$ cat config.mk
export PLATFORM = sky130hd
export DESIGN_NAME = hack_dma
export DESIGN_NICKNAME = d
export VERILOG_FILES = /design/src/rtl/hack_dma.sv
export SDC_FILE = /design/constraint.sdc
export NUM_CORES = 1
export LEC_CHECK = 0
export ABC_AREA = 1
export CELL_PAD_IN_SITES_DETAIL_PLACEMENT = 1
export CELL_PAD_IN_SITES_GLOBAL_PLACEMENT = 1
export CORE_MARGIN = 3
export CORE_UTILIZATION = 36
export CTS_CLUSTER_DIAMETER = 40
export CTS_CLUSTER_SIZE = 12
export DETAILED_ROUTE_END_ITERATION = 10
export HOLD_SLACK_MARGIN = 0.08
export PLACE_DENSITY_LB_ADDON = 0.25
export SLEW_MARGIN = 20
export SYNTH_ARGS = -nofsm -noshare
export SYNTH_HDL_FRONTEND = slang
export SYNTH_SLANG_ARGS = --single-unit
$ cat constraint.sdc
create_clock -name clk50m -period 3.4 [get_ports clk50m]
set_clock_uncertainty 0.15 [all_clocks]
set_input_delay 0.34 -clock clk50m [delete_from_list [all_inputs] [get_ports clk50m]]
set_output_delay 0.34 -clock clk50m [all_outputs]
set_load 0.005 [all_outputs]
$ cat src/rtl/hack_dma.sv
// Block-copy bus initiator for the HACK data memory: copies len words from src_addr to dst_addr.
// Optional constant-fill mode is compiled in with `define HACK_DMA_FILL_EN.
module hack_dma #(
  parameter int AW     = 15,
  parameter int DW     = 16,
  parameter int RD_LAT = 1
) (
  input  logic          clk50m,
  input  logic          rst,
  input  logic          start,
  input  logic [AW-1:0] src_addr,
  input  logic [AW-1:0] dst_addr,
  input  logic [AW-1:0] len,
  input  logic          abort,
`ifdef HACK_DMA_FILL_EN
  input  logic          fill_mode,
  input  logic [DW-1:0] fill_val,
`endif
  output logic          busy,
  output logic          done,
  output logic          aborted,
  output logic [AW-1:0] words_done,
  output logic          mem_we,
  output logic [AW-1:0] mem_addr,
  output logic [DW-1:0] mem_wdata,
  input  logic [DW-1:0] mem_rdata
);

  localparam logic [2:0] IDLE = 3'd0;
  localparam logic [2:0] RD   = 3'd1;
  localparam logic [2:0] CAP  = 3'd2;
  localparam logic [2:0] WR   = 3'd3;
  localparam logic [2:0] FIN  = 3'd4;

  localparam logic [2:0]    CAP_LAST = 3'(RD_LAT - 1);
  localparam logic [AW-1:0] ONE      = AW'(1);

  logic [2:0]    state_reg;
  logic [2:0]    cap_cnt_reg;
  logic [AW-1:0] src_reg;
  logic [AW-1:0] dst_reg;
  logic [AW-1:0] len_reg;
  logic [AW-1:0] idx_reg;
  logic [AW-1:0] words_done_reg;
  logic [DW-1:0] hold_reg;
  logic          aborted_reg;
`ifdef HACK_DMA_FILL_EN
  logic          fill_reg;
`endif

  // Next state after a committed write: back-to-back WR in fill mode, otherwise fetch the next word.
  logic [2:0] after_wr;
`ifdef HACK_DMA_FILL_EN
  assign after_wr = fill_reg ? WR : RD;
`else
  assign after_wr = RD;
`endif

  always_ff @(posedge clk50m) begin
    if (rst) begin
      state_reg      <= IDLE;
      cap_cnt_reg    <= '0;
      src_reg        <= '0;
      dst_reg        <= '0;
      len_reg        <= '0;
      idx_reg        <= '0;
      words_done_reg <= '0;
      hold_reg       <= '0;
      aborted_reg    <= 1'b0;
`ifdef HACK_DMA_FILL_EN
      fill_reg       <= 1'b0;
`endif
    end else begin
      aborted_reg <= 1'b0;
      case (state_reg)
        IDLE: begin
          // abort arriving together with start suppresses the request
          if (start && !abort) begin
            words_done_reg <= '0;
            if (len == '0) begin
              state_reg <= FIN;
            end else begin
              src_reg     <= src_addr;
              dst_reg     <= dst_addr;
              len_reg     <= len;
              idx_reg     <= '0;
              cap_cnt_reg <= '0;
`ifdef HACK_DMA_FILL_EN
              fill_reg    <= fill_mode;
              if (fill_mode) begin
                hold_reg  <= fill_val;
                state_reg <= WR;
              end else begin
                state_reg <= RD;
              end
`else
              state_reg   <= RD;
`endif
            end
          end
        end
        RD: begin
          if (abort) begin
            state_reg   <= IDLE;
            aborted_reg <= 1'b1;
          end else begin
            cap_cnt_reg <= '0;
            state_reg   <= CAP;
          end
        end
        CAP: begin
          if (abort) begin
            state_reg   <= IDLE;
            aborted_reg <= 1'b1;
          end else if (cap_cnt_reg == CAP_LAST) begin
            hold_reg  <= mem_rdata;
            state_reg <= WR;
          end else begin
            cap_cnt_reg <= cap_cnt_reg + 3'd1;
          end
        end
        WR: begin
          // The write on the bus this cycle always lands, even when aborted.
          words_done_reg <= words_done_reg + ONE;
          if (abort) begin
            state_reg   <= IDLE;
            aborted_reg <= 1'b1;
          end else if ((idx_reg + ONE) == len_reg) begin
            state_reg <= FIN;
          end else begin
            idx_reg   <= idx_reg + ONE;
            state_reg <= after_wr;
          end
        end
        FIN: state_reg <= IDLE;
        default: state_reg <= IDLE;
      endcase
    end
  end

  always_comb begin
    mem_addr = '0;
    case (state_reg)
      RD, CAP: mem_addr = src_reg + idx_reg;
      WR:      mem_addr = dst_reg + idx_reg;
      default: mem_addr = '0;
    endcase
  end

  assign busy       = (state_reg == RD) || (state_reg == CAP) || (state_reg == WR);
  assign done       = (state_reg == FIN);
  assign aborted    = aborted_reg;
  assign words_done = words_done_reg;
  assign mem_we     = (state_reg == WR);
  assign mem_wdata  = hold_reg;

endmodule

==> impl_metrics.tcl, run 1 <==
set metrics [dict create \
    hold_class "flop to flop" \
    critPathRequiredTime_ns 2.91 \
    critPathLaunchType "flop" \
    largest_reg_flops 16 \
    cpPeakStageDelay_ns 0.37 \
    syn2layout_area_growth_pct 39.3 \
    dp_hpwl_um 12800 \
    num_rows 45 \
    combPwrFrac_pct 24.4 \
    io_pins 115 \
    wl_per_cell_um 15.7 \
    p_leak_nw 3.24 \
    rsz0062_at_grt "yes" \
    p_sw_share_pct 31.1 \
    io_buffers 114 \
    cts-root-buf "clkbuf_16" \
    p_total_mw 3.24 \
    initial_core_util_pct 36.9 \
    cts.sinks 98 \
    multi_input_comb_area_um2 3330 \
    yosysUniqueCellTypes 41 \
    max_freq_ghz 0.298 \
    peakVddDrop_mv 0.232 \
    die_w_um 131 \
    clk_pin_slew_worst_paths_ns 0.07 \
    avgSynthCellArea_um2 6.69 \
    grt_remaining_overflow 0 \
    dp_cells 1154 \
    diodes 0 \
    fin_cells 1192 \
    cts.path.max_buffers 2 \
    ys_seq_elements 98 \
    hold_violations 0 \
    post_route_cells_drive_above_1_share_pct 17.4 \
    synth_fp_nets 924 \
    critPathKind "flop to output pin" \
    nets 1060 \
    status "finished clean" \
    core_area_um2 15300 \
    critPathSlowestCell "dfxtp_4" \
    htreeDepth 3 \
    syn_inst 840 \
    worstMarginPinSlew_ns 0.517 \
    synth_area_um2 5620 \
    first_pass_iters 4 \
    cts_tree "built" \
    cp-end-kind "output pin" \
    period_share_pct 98.7 \
    seq_area_um2 1970 \
    numCtsBuffers 9 \
    hold_buffers 0 \
    ys_seq_area_share_pct 34.9 \
    drv_cap 0 \
    grt.total_usage_pct 20.9 \
    drtIter0Drc 247 \
    crit_family "compound AO/OA/AOI/OAI gates" \
    viasPerCell 5.04 \
    die_y_um 131 \
    max_slew_margin_pct 65.3 \
    die-area_um2 17200 \
    cp_num_buf_inv 4 \
    nFillCells 1924 \
    wl_um 18700 \
    pwr-share-clk_pct 35.7 \
    power_density_nw_per_um2 413 \
    p_int_mw 2.23 \
    place.gp.congestion 0.834 \
    ys_async_sr_fraction_pct 0 \
    netSwitchingPower_mw 1.01 \
    antenna_found_initial 0 \
    cp.arrival_ns 2.87 \
    drc_errors 0 \
    setup_viol 0 \
    ys.flop_type "dfxtp_1" \
    cp_max_fo 15 \
    grt_pass1_wl_um 28800 \
    path_cells "nand2_4 > nor2_4 > buf_12 > buf_16 > nand2_1 > o21ai_0 > ha_1 > nand2_2 > nor2_2 > nand3_2 > o2111ai_4 > buf_6 > a31o_4 > o21ai_2 > a21oi_2 > buf_2" \
    finalMaxSlewViolations 0 \
    final_util_pct 51.3 \
    grt_pass1_vias 5966 \
    vias 6004 \
    clk_latency_ns 0.35 \
    yosysWarnings 0 \
    synth_edf_count 0 \
    ant_nets 0 \
    tns_ns 0 \
    min_period_ns 3.36 \
    grt_max_degree 61 \
    p_seq_share_pct 39.9 \
]
kinds of logic (layout without fill, tap and decap cells):
group	count (synthesis)	count (layout)	synth area share [%]
compound gates	210	210	19.8
buf+inv	143	284	10.3
xor+xnor	6	6	0.935
simple gates	364	364	29.7
fa+ha+maj	19	19	4.36
flops	98	98	34.9
cells in the final DEF, fill, tap and decap left out, types with 3 or more instances in the layout:
cell	instances
nand2_1	153
inv_1	105
clkdlybuf4s50_1	103
dfxtp_1	96
nor2_1	88
o21ai_0	83
a21oi_1	82
buf_4	37
nor2_2	36
nand3_1	35
nand2_2	15
nand4_1	12
ha_1	10
o21ai_2	9
clkbuf_16	9
a21oi_2	8
o21ai_1	5
inv_2	5
nor3_1	5
ha_4	5
nand3_2	4
xor2_1	4
a211oi_1	4
nor2_4	3
nor4_1	3
ha_2	3
clkbuf_2	3
dlygate4sd2_1	3
buf_12	3
routing by layer:
layer  vias to the layer above  global-route usage (%)  share of wire (%)
li1                       3009                       -                  -
met1                      2865                    25.8                 44
met2                       110                    36.2                 50
met3                        20                    4.35                4.4
met4                         0                    7.26                1.5
met5                         -                       0                  0
through the flow:
step                      instance area, um2  worst slack (ns)  hold WS (ns)
after CTS                               7600            -0.128         0.298
after global placement                  7060           0.00932         0.285
final                                   7830            0.0433         0.295
after global routing                    7830            -0.114         0.320
after detailed placement                7060           -0.0117         0.288
after floorplan                         5620             0.227         0.268
cells in the mapped netlist (3+ instances only):
master	number	area, um2
a211oi_1	5	37.5
a21oi_1	91	455
clkbuf_1	27	101
dfxtp_1	98	1960
ha_1	18	225
inv_1	108	405
nand2_1	159	597
nand2_2	10	62.6
nand3_1	37	185
nand4_1	12	75.1
nor2_1	90	338
nor2_2	34	213
nor2_4	3	33.8
nor3_1	8	40.0
nor4_1	3	18.8
o21ai_0	96	480
xor2_1	4	35.0
final cells by class:
class	instances	area share, %
well taps	211	3.37
repair buffers	158	19.6
clock buffers	11	3.10
inverters	110	5.27
multi-input cells	599	42.5
clock inverters	5	1.10
flip-flops and latches	98	25.1
what timing repair did:
action / CTS / global route
pin swaps: 17 / 28
setup endpoints to repair: 11 / 11
gates cloned: 2 / 0
setup buffers: 10 / 10
gates resized for setup: 35 / 59
power by group through the flow:
stage	clock network [mW]	logic, mW	registers, mW
2_1_floorplan	0	0.452	1.29
3_5_place_dp	0	0.695	1.31
6_report	1.15	0.790	1.29
5_1_grt	1.23	0.879	1.30
3_3_place_gp	0	0.681	1.31
4_1_cts	1.17	0.725	1.29
worst reg2reg max path: cells and delay by family (launching register included):
| kind | cells | cell delay (ns) |
|---|---|---|
| DFF | 1 | 0.48 |
| and+or+nand+nor | 14 | 1.62 |
| adders and majority gates | 1 | 0.42 |
| buffers and inverters | 1 | 0.10 |
worst paths after layout:
path / startpoint / to / slack, ns / cells after the start
setup / recovery: state_reg[1] / mem_addr[12] / 0.04 / 16
hold reg to reg: dst_reg[13] / dst_reg[13] / 0.30 / 2
setup reg to reg: idx_reg[1] / idx_reg[7] / 0.53 / 16
hold / removal: dst_reg[13] / dst_reg[13] / 0.30 / 2
Note: power is estimated with default switching activity, not from simulation.
==> run 2: changes to the inputs <==
--- a/config.mk
+++ b/config.mk
@@ -14,7 +14,7 @@
 export CTS_CLUSTER_SIZE = 12
 export DETAILED_ROUTE_END_ITERATION = 10
 export HOLD_SLACK_MARGIN = 0.08
-export PLACE_DENSITY_LB_ADDON = 0.25
+export PLACE_DENSITY_LB_ADDON = 0.1
 export SLEW_MARGIN = 20
 export SYNTH_ARGS = -nofsm -noshare
 export SYNTH_HDL_FRONTEND = slang
==> impl_metrics.tcl, run 2 (same netlist as run 1, synthesis figures left out) <==
set metrics [dict create \
    cp-end-kind "output pin" \
    core_area_um2 15300 \
    drc_errors 0 \
    critPathRequiredTime_ns 2.91 \
    initial_core_util_pct 36.9 \
    place.gp.congestion 0.895 \
    rsz0062_at_grt "yes" \
    pwr-share-clk_pct 36.8 \
    power_density_nw_per_um2 423 \
    setup_slack_ns -0.141 \
    htreeDepth 3 \
    post_route_cells_drive_above_1_share_pct 15.7 \
    drtIter0Drc 199 \
    combPwrFrac_pct 23.8 \
    peakVddDrop_mv 0.258 \
    nFillCells 2007 \
    die_w_um 131 \
    cts.sinks 98 \
    cts_tree "built" \
    num_rows 45 \
    numCtsBuffers 9 \
    setup_viol 1 \
    worstMarginPinSlew_ns 0.844 \
    clk_pin_slew_worst_paths_ns 0.07 \
    p_leak_nw 3.23 \
    diodes 0 \
    vias 6049 \
    die-area_um2 17200 \
    dp_hpwl_um 13600 \
    finalMaxSlewViolations 0 \
    critPathLaunchType "flop" \
    hold_violations 0 \
    cts.path.max_buffers 2 \
    multi_input_comb_area_um2 3230 \
    violations "negative setup slack" \
    grt.total_usage_pct 21.7 \
    ant_nets 0 \
    first_pass_iters 5 \
    cts-root-buf "clkbuf_16" \
    wl_um 18700 \
    grt_remaining_overflow 0 \
    antenna_found_initial 0 \
    netSwitchingPower_uw 997 \
    grt_pass1_wl_um 29700 \
    dp_cells 1152 \
    final_common_cell "nand2_1" \
    die_y_um 131 \
    clk_latency_ns 0.36 \
    min_period_ns 3.54 \
    mostFrequentLayoutCells "nand2_1, inv_1, clkdlybuf4s50_1" \
    period_share_pct 104 \
    nets 1057 \
    viasPerCell 5.09 \
    critPathKind "flop to output pin" \
    grt_pass1_vias 6285 \
    p_sw_share_pct 30.5 \
    seq_area_um2 1960 \
    io_pins 115 \
    syn2layout_area_growth_pct 37.3 \
    largest_reg_flops 16 \
    status "complete, but fails checks" \
    fin_cells 1189 \
    max_freq_ghz 0.282 \
    hold_class "flop to flop" \
    cp.arrival_ns 3.05 \
    cp_max_fo 14 \
    tns_ns -0.141 \
    p_seq_share_pct 39.5 \
    wl_per_cell_um 15.7 \
    p_int_mw 2.27 \
    grt_max_degree 62 \
    io_buffers 114 \
    max_slew_margin_pct 43.7 \
    drv_cap 0 \
]
run 2: worst paths after layout:
kind                 from      endpoint  slack, ns  cells past startpoint
max reg2reg    idx_reg[1]    idx_reg[7]       0.52                     14
min reg2reg    dst_reg[8]    dst_reg[8]       0.30                      2
min            dst_reg[8]    dst_reg[8]       0.30                      2
max          state_reg[1]  mem_addr[13]      -0.14                     13
run 2: power by group through the flow:
| stage | sequential, mW | combinational [mW] | clock [mW] |
|---|---|---|---|
| after floorplan | 1.29 | 0.452 | 0 |
| after global placement | 1.31 | 0.670 | 0 |
| after detailed placement | 1.32 | 0.701 | 0 |
| after CTS | 1.29 | 0.746 | 1.23 |
| after global routing | 1.30 | 0.866 | 1.28 |
| final | 1.29 | 0.776 | 1.20 |
run 2: final cells by class:
type,count,area share (%)
Timing Repair Buffer,155,19.4
Tap cell,211,3.42
Sequential cell,98,25.4
Inverter,110,5.35
Clock inverter,6,1.47
Multi-Input combinational cell,599,41.9
Clock buffer,10,2.97
run 2: timing repair:
item	in CTS	in global routing
cloned	1	0
hold buffers	0	0
endpoints found under the setup margin	12	12
buffers inserted	13	7
pin swaps	15	19
gates resized for setup	34	42
hold endpoints to repair	0	0
run 2: through the flow:
stage / area (um2) / hold WS [ns] / total power [mW] / util, % / setup slack [ns]
3_3_place_gp: 7040 / 0.285 / 1.98 / 46.2 / 0.0540
6_report: 7720 / 0.298 / 3.27 / 50.6 / -0.141
4_1_cts: 7590 / 0.299 / 3.26 / 49.7 / -0.111
5_1_grt: 7720 / 0.315 / 3.44 / 50.6 / -0.288
2_1_floorplan: 5620 / 0.268 / 1.74 / - / 0.227
3_5_place_dp: 7040 / 0.297 / 2.02 / 46.2 / -0.119
run 2: layer usage:
layer / share of wire, % / global-route usage [%]
met1: 40 / 23.6
met2: 53 / 41.1
met3: 5.1 / 5.89
met4: 2.1 / 6.11
met5: 0 / 0
run 2: worst max-delay path, cell delays in order, from the launching register on:
cell and delay, ns:
dfxtp_2 0.33, nand2_2 0.07, nor2_4 0.15, buf_6 0.13, bufbuf_16 0.26, o21ai_1 0.07
ha_1 0.34, buf_4 0.18, a21oi_2 0.18, o21ai_0 0.16, a21oi_1 0.26, a21oi_1 0.10
nor2_1 0.18, dlygate4sd2_1 0.27
